[src/rtl/m_pingpong_ctrl.sv]
// m_pingpong_ctrl
// Ping-pong buffer controller between conv layer 1 and the 2x2 pooler.
// The write side turns the conv output strobe into buffer write addresses
// and fills two banks of two output rows each. The read side walks a full
// bank in 2x2-window order for the pooler and then hands the bank back.
// Frame completion is reported once every conv output of the frame has
// been written.

module m_pingpong_ctrl #(
   parameter int ROW_LEN   = 26,
   parameter int BANK_SIZE = 52,
   parameter int FRAME_OUT = 676,
   parameter int ADDR_W    = 7
) (
   input  logic              clk,
   input  logic              rst,
   input  logic              start,
   input  logic              wr_valid,
   output logic              wr_en,
   output logic [ADDR_W-1:0] wr_addr,
   output logic [1:0]        bank_full,
   output logic              rd_valid,
   input  logic              rd_ready,
   output logic [ADDR_W-1:0] rd_addr,
   output logic              rd_last,
   output logic              write_complete,
   output logic              overflow
);

   localparam int WCNT_W = $clog2(BANK_SIZE);
   localparam int FCNT_W = $clog2(FRAME_OUT + 1);
   localparam int WC_W   = $clog2(ROW_LEN / 2);

   localparam logic [WCNT_W-1:0] WCNT_LAST  = WCNT_W'(BANK_SIZE - 1);
   localparam logic [FCNT_W-1:0] FCNT_MAX   = FCNT_W'(FRAME_OUT);
   localparam logic [FCNT_W-1:0] FCNT_LAST  = FCNT_W'(FRAME_OUT - 1);
   localparam logic [WC_W-1:0]   WC_LAST    = WC_W'(ROW_LEN / 2 - 1);
   localparam logic [ADDR_W-1:0] BANK1_BASE = ADDR_W'(BANK_SIZE);
   localparam logic [ADDR_W-1:0] ROW_OFF    = ADDR_W'(ROW_LEN);

   typedef enum logic {
      RD_IDLE = 1'b0,
      RD_BANK = 1'b1
   } rd_state_t;

   // write-side state
   logic [WCNT_W-1:0] wcnt;
   logic              wb;
   logic [FCNT_W-1:0] fcnt;
   logic              wr_last;
   logic              wr_bank;

   // read-side state
   rd_state_t         state;
   rd_state_t         state_n;
   logic              rb;
   logic              rb_n;
   logic [WC_W-1:0]   wc;
   logic [WC_W-1:0]   wc_n;
   logic [1:0]        p;
   logic [1:0]        p_n;
   logic [ADDR_W-1:0] rd_addr_n;
   logic              rd_last_n;

   // shared bookkeeping
   logic              frame_open;
   logic              wr_fire;
   logic              wr_drop;
   logic [ADDR_W-1:0] wr_addr_n;
   logic              rd_done;
   logic [1:0]        bank_full_n;

   // A strobe only counts while the frame is running and not yet complete;
   // strobes after the last output of the frame are silently ignored.
   assign frame_open = start && wr_valid && (fcnt < FCNT_MAX);
   assign wr_fire    = frame_open && !bank_full[wb];
   assign wr_drop    = frame_open && bank_full[wb];
   assign wr_addr_n  = (wb ? BANK1_BASE : '0) + ADDR_W'(wcnt);

   // The final window of the bank is handed over to the pooler this cycle.
   assign rd_done = (state == RD_BANK) && rd_ready && (wc == WC_LAST) && (p == 2'd3);

   // Bank ownership: a bank is marked full one cycle after its last write is
   // presented, and released one cycle after its last read is accepted.
   // Both updates can land together on different banks.
   always_comb begin
      bank_full_n = bank_full;
      if (wr_en && wr_last) begin
         bank_full_n[wr_bank] = 1'b1;
      end
      if (rd_done) begin
         bank_full_n[rb] = 1'b0;
      end
   end

   // Write addressing, frame counting, completion and overflow flags.
   always_ff @(posedge clk or negedge rst) begin
      if (!rst) begin
         wcnt           <= '0;
         wb             <= 1'b0;
         fcnt           <= '0;
         wr_en          <= 1'b0;
         wr_addr        <= '0;
         wr_last        <= 1'b0;
         wr_bank        <= 1'b0;
         bank_full      <= 2'b00;
         write_complete <= 1'b0;
         overflow       <= 1'b0;
      end else if (!start) begin
         wcnt           <= '0;
         wb             <= 1'b0;
         fcnt           <= '0;
         wr_en          <= 1'b0;
         wr_addr        <= '0;
         wr_last        <= 1'b0;
         wr_bank        <= 1'b0;
         bank_full      <= 2'b00;
         write_complete <= 1'b0;
         overflow       <= 1'b0;
      end else begin
         wr_en     <= wr_fire;
         wr_last   <= wr_fire && (wcnt == WCNT_LAST);
         bank_full <= bank_full_n;
         if (wr_fire) begin
            wr_addr <= wr_addr_n;
            wr_bank <= wb;
            fcnt    <= fcnt + 1'b1;
            if (wcnt == WCNT_LAST) begin
               wcnt <= '0;
               wb   <= ~wb;
            end else begin
               wcnt <= wcnt + 1'b1;
            end
            if (fcnt == FCNT_LAST) begin
               write_complete <= 1'b1;
            end
         end
         if (wr_drop) begin
            overflow <= 1'b1;
         end
      end
   end

   // Read FSM next state: walk windows left to right, each window as
   // top-left, top-right, bottom-left, bottom-right, then return to idle
   // for one cycle before the next bank. The next read address is computed
   // here so that rd_addr can be driven straight from a register.
   always_comb begin
      state_n   = state;
      rb_n      = rb;
      wc_n      = wc;
      p_n       = p;
      rd_addr_n = '0;
      rd_last_n = 1'b0;
      case (state)
         RD_IDLE: begin
            if (bank_full[rb]) begin
               state_n = RD_BANK;
               wc_n    = '0;
               p_n     = 2'd0;
            end
         end
         RD_BANK: begin
            if (rd_ready) begin
               if (p == 2'd3) begin
                  p_n = 2'd0;
                  if (wc == WC_LAST) begin
                     state_n = RD_IDLE;
                     rb_n    = ~rb;
                     wc_n    = '0;
                  end else begin
                     wc_n = wc + 1'b1;
                  end
               end else begin
                  p_n = p + 2'd1;
               end
            end
         end
         default: begin
            state_n = RD_IDLE;
         end
      endcase
      rd_addr_n = (rb_n ? BANK1_BASE : '0) + ADDR_W'({wc_n, 1'b0}) + ADDR_W'(p_n[0])
                  + (p_n[1] ? ROW_OFF : '0);
      rd_last_n = (state_n == RD_BANK) && (wc_n == WC_LAST) && (p_n == 2'd3);
   end

   // Read FSM state register and registered pooler-facing outputs.
   always_ff @(posedge clk or negedge rst) begin
      if (!rst) begin
         state    <= RD_IDLE;
         rb       <= 1'b0;
         wc       <= '0;
         p        <= 2'd0;
         rd_valid <= 1'b0;
         rd_addr  <= '0;
         rd_last  <= 1'b0;
      end else if (!start) begin
         state    <= RD_IDLE;
         rb       <= 1'b0;
         wc       <= '0;
         p        <= 2'd0;
         rd_valid <= 1'b0;
         rd_addr  <= '0;
         rd_last  <= 1'b0;
      end else begin
         state    <= state_n;
         rb       <= rb_n;
         wc       <= wc_n;
         p        <= p_n;
         rd_valid <= (state_n == RD_BANK);
         rd_addr  <= rd_addr_n;
         rd_last  <= rd_last_n;
      end
   end

endmodule

[config.mk]
export PLATFORM = sky130hd
export DESIGN_NAME = m_pingpong_ctrl
export DESIGN_NICKNAME = d
export VERILOG_FILES = /design/src/rtl/m_pingpong_ctrl.sv
export SDC_FILE = /design/constraint.sdc
export NUM_CORES = 1
export LEC_CHECK = 0
export CAP_MARGIN = 15
export CORE_MARGIN = 2
export CORE_UTILIZATION = 55
export CTS_BUF_LIST = sky130_fd_sc_hd__clkbuf_8
export DETAILED_ROUTE_END_ITERATION = 8
export GPL_ROUTABILITY_DRIVEN = 0
export PLACE_DENSITY = 0.8
export REMOVE_ABC_BUFFERS = 1
export SLEW_MARGIN = 20
export SYNTH_ARGS = -nofsm -noshare
export SYNTH_HDL_FRONTEND = slang
export SYNTH_SLANG_ARGS = --single-unit
[constraint.sdc]
create_clock -name clk -period 3.85 [get_ports clk]
set_clock_uncertainty 0.2 [all_clocks]
set_input_delay 0.385 -clock clk [delete_from_list [all_inputs] [get_ports clk]]
set_output_delay 0.385 -clock clk [all_outputs]
set_load 0.01 [all_outputs]
After elaboration in Yosys (flattened, before gate mapping)
Cells that the tools add are included.

word-level totals
  bits in registers = 47
  latch bits = 0
  RAM bits = 0
  bits in read-only memories = 0
  bits of input ports = 5
  logic and storage cells = 119
  memories kept = 0

operators by class
  add/subtract/negate cells = 8
  multipliers = 0
  divide/modulo/power cells = 0
  magnitude comparators = 6
  eq/ne operators = 10
  shift-type cells = 0
  multiplexer cells = 57
  bitwise operators = 6
  reductions and logical operators = 16

operator list
  cell                                                                      number
  6-bit 2-to-1 mux                                                          5
  1-bit 2-to-1 mux                                                          29
  7-bit 2-to-1 mux                                                          3
  10-bit 2-to-1 mux                                                         2
  4-bit 2-to-1 mux                                                          5
  2-bit 2-to-1 mux                                                          7
  1-bit logical AND                                                         13
  10-bit by 1-bit adder with 10-bit output (second input constant)          1
  10-bit equality test (second input constant)                              1
  10-bit < comparator (second input constant)                               1
  4-bit equality test (second input constant)                               2
  2-bit by 1-bit inequality test with 1-bit output (second input constant)  4
  4-bit one-hot mux with 2 select lines                                     1
  6-bit by 5-bit adder with 7-bit output                                    1
  6-bit by 6-bit adder with 7-bit output                                    1
  7-bit by 1-bit adder with 7-bit output                                    1
  7-bit by 5-bit adder with 7-bit output                                    1
  6-bit by 1-bit adder with 6-bit output (second input constant)            1
  6-bit equality test (second input constant)                               1
  1-bit by 2-bit < comparator with 1-bit output (second input constant)     3
  5-bit 2-to-1 mux                                                          1
  4-bit by 1-bit adder with 4-bit output (second input constant)            1
  2-bit equality test (second input constant)                               2
  2-bit one-hot mux with 2 select lines                                     1
  other kinds (10)                                                          15

Logic depth before layout (Yosys ltp)
  depth in word-level cells = 10
  depth in mapped cells = 13
  depth with buffers taken out = 13

Worst setup path before layout
No wires, ideal clock.

  kind = register to register
  start = register wc[0]
  end = register rd_addr[6]
  library setup time = 0.065 ns
  arrival = 2.568 ns
  slack = 1.017 ns
  stages on the path, launching flop included = 14
  path buffers = 0
  clock period less this slack = 2.833 ns
  cells stage by stage = dfrtp_1 -> inv_1 -> ha_1 -> and3_1 -> nand4_1 -> xnor2_1 -> inv_1 -> ha_1 -> ha_1 -> inv_1 -> fa_1 -> nor2b_1 -> o21a_1 -> o21a_1

between the ends
  longest elaborated chain between the ends = 10

ends and longest elaborated chain
  item                                                                                            line  source
  start: declaration                                                                              58    logic [WC_W-1:0] wc;
  start signal: assignment                                                                        209   wc <= wc_n;
  parallel branches: the longest is 6 deep, another holds 4-bit by 1-bit adder with 4-bit output  --
  6-bit by 5-bit adder with 7-bit output *                                                        183   rd_addr_n = (rb_n ? BANK1_BASE : '0) + ADDR_W'({wc_n, 1'b0}) + ADDR_W'(p_n[0])
  7-bit by 1-bit adder with 7-bit output *                                                        183
  7-bit by 5-bit adder with 7-bit output *                                                        184   + (p_n[1] ? ROW_OFF : '0);
  7-bit 2-to-1 mux *                                                                              198   end else if (!start) begin
  end signal: assignment                                                                          212   rd_addr <= rd_addr_n;
  end: declaration                                                                                24    output logic [ADDR_W-1:0] rd_addr,

Mark *: on every way between the ends.
A chain may end at the register's enable or synchronous reset.

Worst setup path in the final report
Same ends and word-level chain as after synthesis.

==> out/qor.csv <==
metric,value,unit
outcome,finished clean,
CP cell instances,inv_1 > ha_1 > and3_1 > nand4_1 > xnor2_1 > inv_1 > ha_1 > ha_1 > inv_1 > fa_1 > nor2b_1 > o21a_1 > o21a_1,
# IOs,26,
Routed Antenna Nets,0,
min cycle time layout,3.21,ns
Crit path required time,3.89,ns
"Seq/Total Area, Yosys",44.1,%
max cap viols,0,
fin area,2980,µm²
crit path max fanout,7,
Rows,25,
worst skew pair latency,0.30,ns
Setup crit end kind,register,
# diodes,0,
Sink Count,46,
slowest CP cell,dfrtp_1,
ys async rst share,100,%
Critical path buffers and inverters,3,
CTS tree,yes,
# setup viols final,0,
DP Wirelength,3.37,mm
Max VDD drop,0.238,mV
mux cell area share after synthesis,3.21,%
placed cell areas,2880,µm²
port buffer count,25,
Post-Place Cells,329,
drt via density,5.71,
Pwr Density,278,nW/µm²
via count,1923,
synth cell count leaders,"46 x dfrtp_1, 43 x nand2_1, 16 x ha_1",
WP data arrival,3.25,ns
max incr delay on CP,0.46,ns
Slew @ Worst Pin,0.871,ns
endpoints failing hold,0,
first-pass GRT wire length,8.68,mm
most frequent cell after synthesis,dfrtp_1,
Synth Area in Simple Gates,22.1,%
number of synthesized flops with an enable pin,0,
die footprint,5310,µm²
Horiz. Die Dim,72.9,µm
TritonRoute pass-1 iters,4,
post-synth cell types,53,
main area contributors after synthesis,"dfrtp_1 44%, ha_1 7.7%, nand2_1 6.2%",
Gate Count Post-Synth,260,
core area,4660,µm²
critical path launch point type,register,
Layout Nets,306,
PnR Total Power,0.828,mW
largest net degree at the start of global routing,47,
YS warnings,0,
adder-cell share of the synthesized area,9.21,%
headroom to the max-slew limit,41.1,%
Post-Layout Cell Count,337,
XOR/XNOR share of the synthesized area,3.36,%
LEAKAGE,1.43,nW
setup TNS,0,ns
top cell type's share of synthesized area,44.1,%
Synth Flop Type,dfrtp_1,
area grow syn2layout,14.1,%
Synth Cell Area,2610,µm²
Clock transition at path regs,0.08,ns
Initial Utilization,56.0,%
GRT Util Overall,21.1,%
"area leader, netlist",dfrtp_1,
root buf cell,clkbuf_8,
fraction of the mapped netlist area in compound gates,14.1,%
largest family of logic cells by synthesized area,simple AND/OR/NAND/NOR gates,
Num CTS Buffers,5,
final-report max-slew violation count,0,
Post-route DRC,0,
total routed wirelength,4.90,mm
Tcrit/Tclk final,83.3,%
CP Class,reg -> reg,
"delay-heaviest family, CP",adder cells,
worst min path class,reg -> reg,
vias in the first global route,1851,
Clock Path Buffers,2,
layout cells sized above 1,7.42,%
gr ovfl total,0,
CTS H-tree depth,2,
drt wl/cell,14.5,µm
Die Ht,72.9,µm
initial antenna violation count,0,
DR iter-0 viols,89,
synthesized area per cell,10.0,µm²
"flops & latches, synth",46,
RSZ-0062 raised after global routing,no,
maximum clock rate,312,MHz
post-cts resize count,0,
==> cell families (layout without fill, tap and decap cells) <==
| logic type | count (synthesis) | count (layout) |
|---|---|---|
| buf+inv | 25 | 48 |
| mux | 7 | 7 |
| xor+xnor | 10 | 10 |
| flops | 46 | 46 |
| fa+ha+maj | 18 | 18 |
| simple gates | 107 | 107 |
| compound gates | 47 | 47 |
==> state kept, by name (all words and copies together) (netlist names) <==
name            cells
bank_full           2
fcnt               10
overflow            1
p                   2
rb                  1
rd_addr             6
rd_last             1
state               1
wb                  1
wc                  4
wcnt                6
wr_addr             7
wr_bank             1
wr_en               1
wr_last             1
write_complete      1
==> through the flow <==
| step | hold slack (ns) | utilization (%) | setup slack (ns) |
|---|---|---|---|
| 2_1_floorplan | -0.111 | - | 1.02 |
| 3_5_place_dp | 0.288 | 61.9 | 0.557 |
| 6_report | 0.298 | 63.8 | 0.644 |
| 3_3_place_gp | 0.281 | 61.9 | 0.668 |
| 5_1_grt | 0.352 | 63.8 | 0.385 |
| 4_1_cts | 0.0841 | 63.6 | 0.629 |
==> layer usage <==
| layer | global-route usage [%] | vias to the layer above | wire length (µm) |
|---|---|---|---|
| met5 | 0 | - | 0 |
| met4 | 7.00 | 0 | 72 |
| met3 | 5.11 | 7 | 179 |
| met2 | 34.0 | 33 | 2400 |
| met1 | 28.1 | 932 | 2250 |
| li1 | - | 951 | - |
==> tightest hold or removal path, stage by stage, from the launching register on <==
cell and delay, ns:
dfrtp_1 0.36, nand2_1 0.06, o41ai_1 0.05
==> report_power, final <==
group	switching (mW)	leakage, nW	total [mW]	internal (mW)
combinational	0.0326	0.749	0.0537	0.0211
sequential	0.00504	0.637	0.493	0.488
clock	0.159	0.0438	0.281	0.122
==> cell type report <==
class | instances | area (µm²)
fill | 392 | 1690
multi-input combinational | 189 | 1360
timing repair buffer | 28 | 273
clock inverter | 2 | 10.0
inverter | 13 | 48.8
tap | 54 | 67.6
clock buffer | 5 | 68.8
sequential | 46 | 1150
==> final timing paths <==
| path | startpoint | to | slack [ns] | cells after the start |
|---|---|---|---|---|
| setup / recovery | wc[0] | rd_addr[6] | 0.64 | 13 |
| setup reg to reg | wc[0] | rd_addr[6] | 0.64 | 13 |
| hold reg to reg | write_complete | write_complete | 0.30 | 2 |
| hold / removal | write_complete | write_complete | 0.30 | 2 |
| min in group asynchronous | rst | wcnt[0] | 0.42 | 2 |
| max in group asynchronous | rst | wcnt[2] | 2.63 | 2 |
==> layout by cell type, fill, tap and decap left out, types with 4 or more instances in the layout <==
| cell | netlist | layout |
|---|---|---|
| dfrtp_1 | 46 | 46 |
| nand2_1 | 43 | 43 |
| clkdlybuf4s50_1 | 0 | 24 |
| ha_1 | 16 | 16 |
| inv_1 | 13 | 13 |
| and2_1 | 13 | 13 |
| nor2b_1 | 8 | 8 |
| a21boi_1 | 8 | 8 |
| nand3_1 | 6 | 6 |
| a21oi_1 | 6 | 6 |
| xnor2_1 | 5 | 5 |
| xor2_1 | 5 | 5 |
| nor2_1 | 5 | 5 |
| mux2i_1 | 5 | 5 |
| clkbuf_8 | 0 | 5 |
| and3_1 | 4 | 4 |
| o21a_1 | 4 | 4 |
==> repair_timing <==
item	in CTS	in global routing
hold buffers	0	1
setup buffers	0	0
hold endpoints to repair	0	46
setup endpoints to repair	0	0
(Power assumes the default switching activity.)
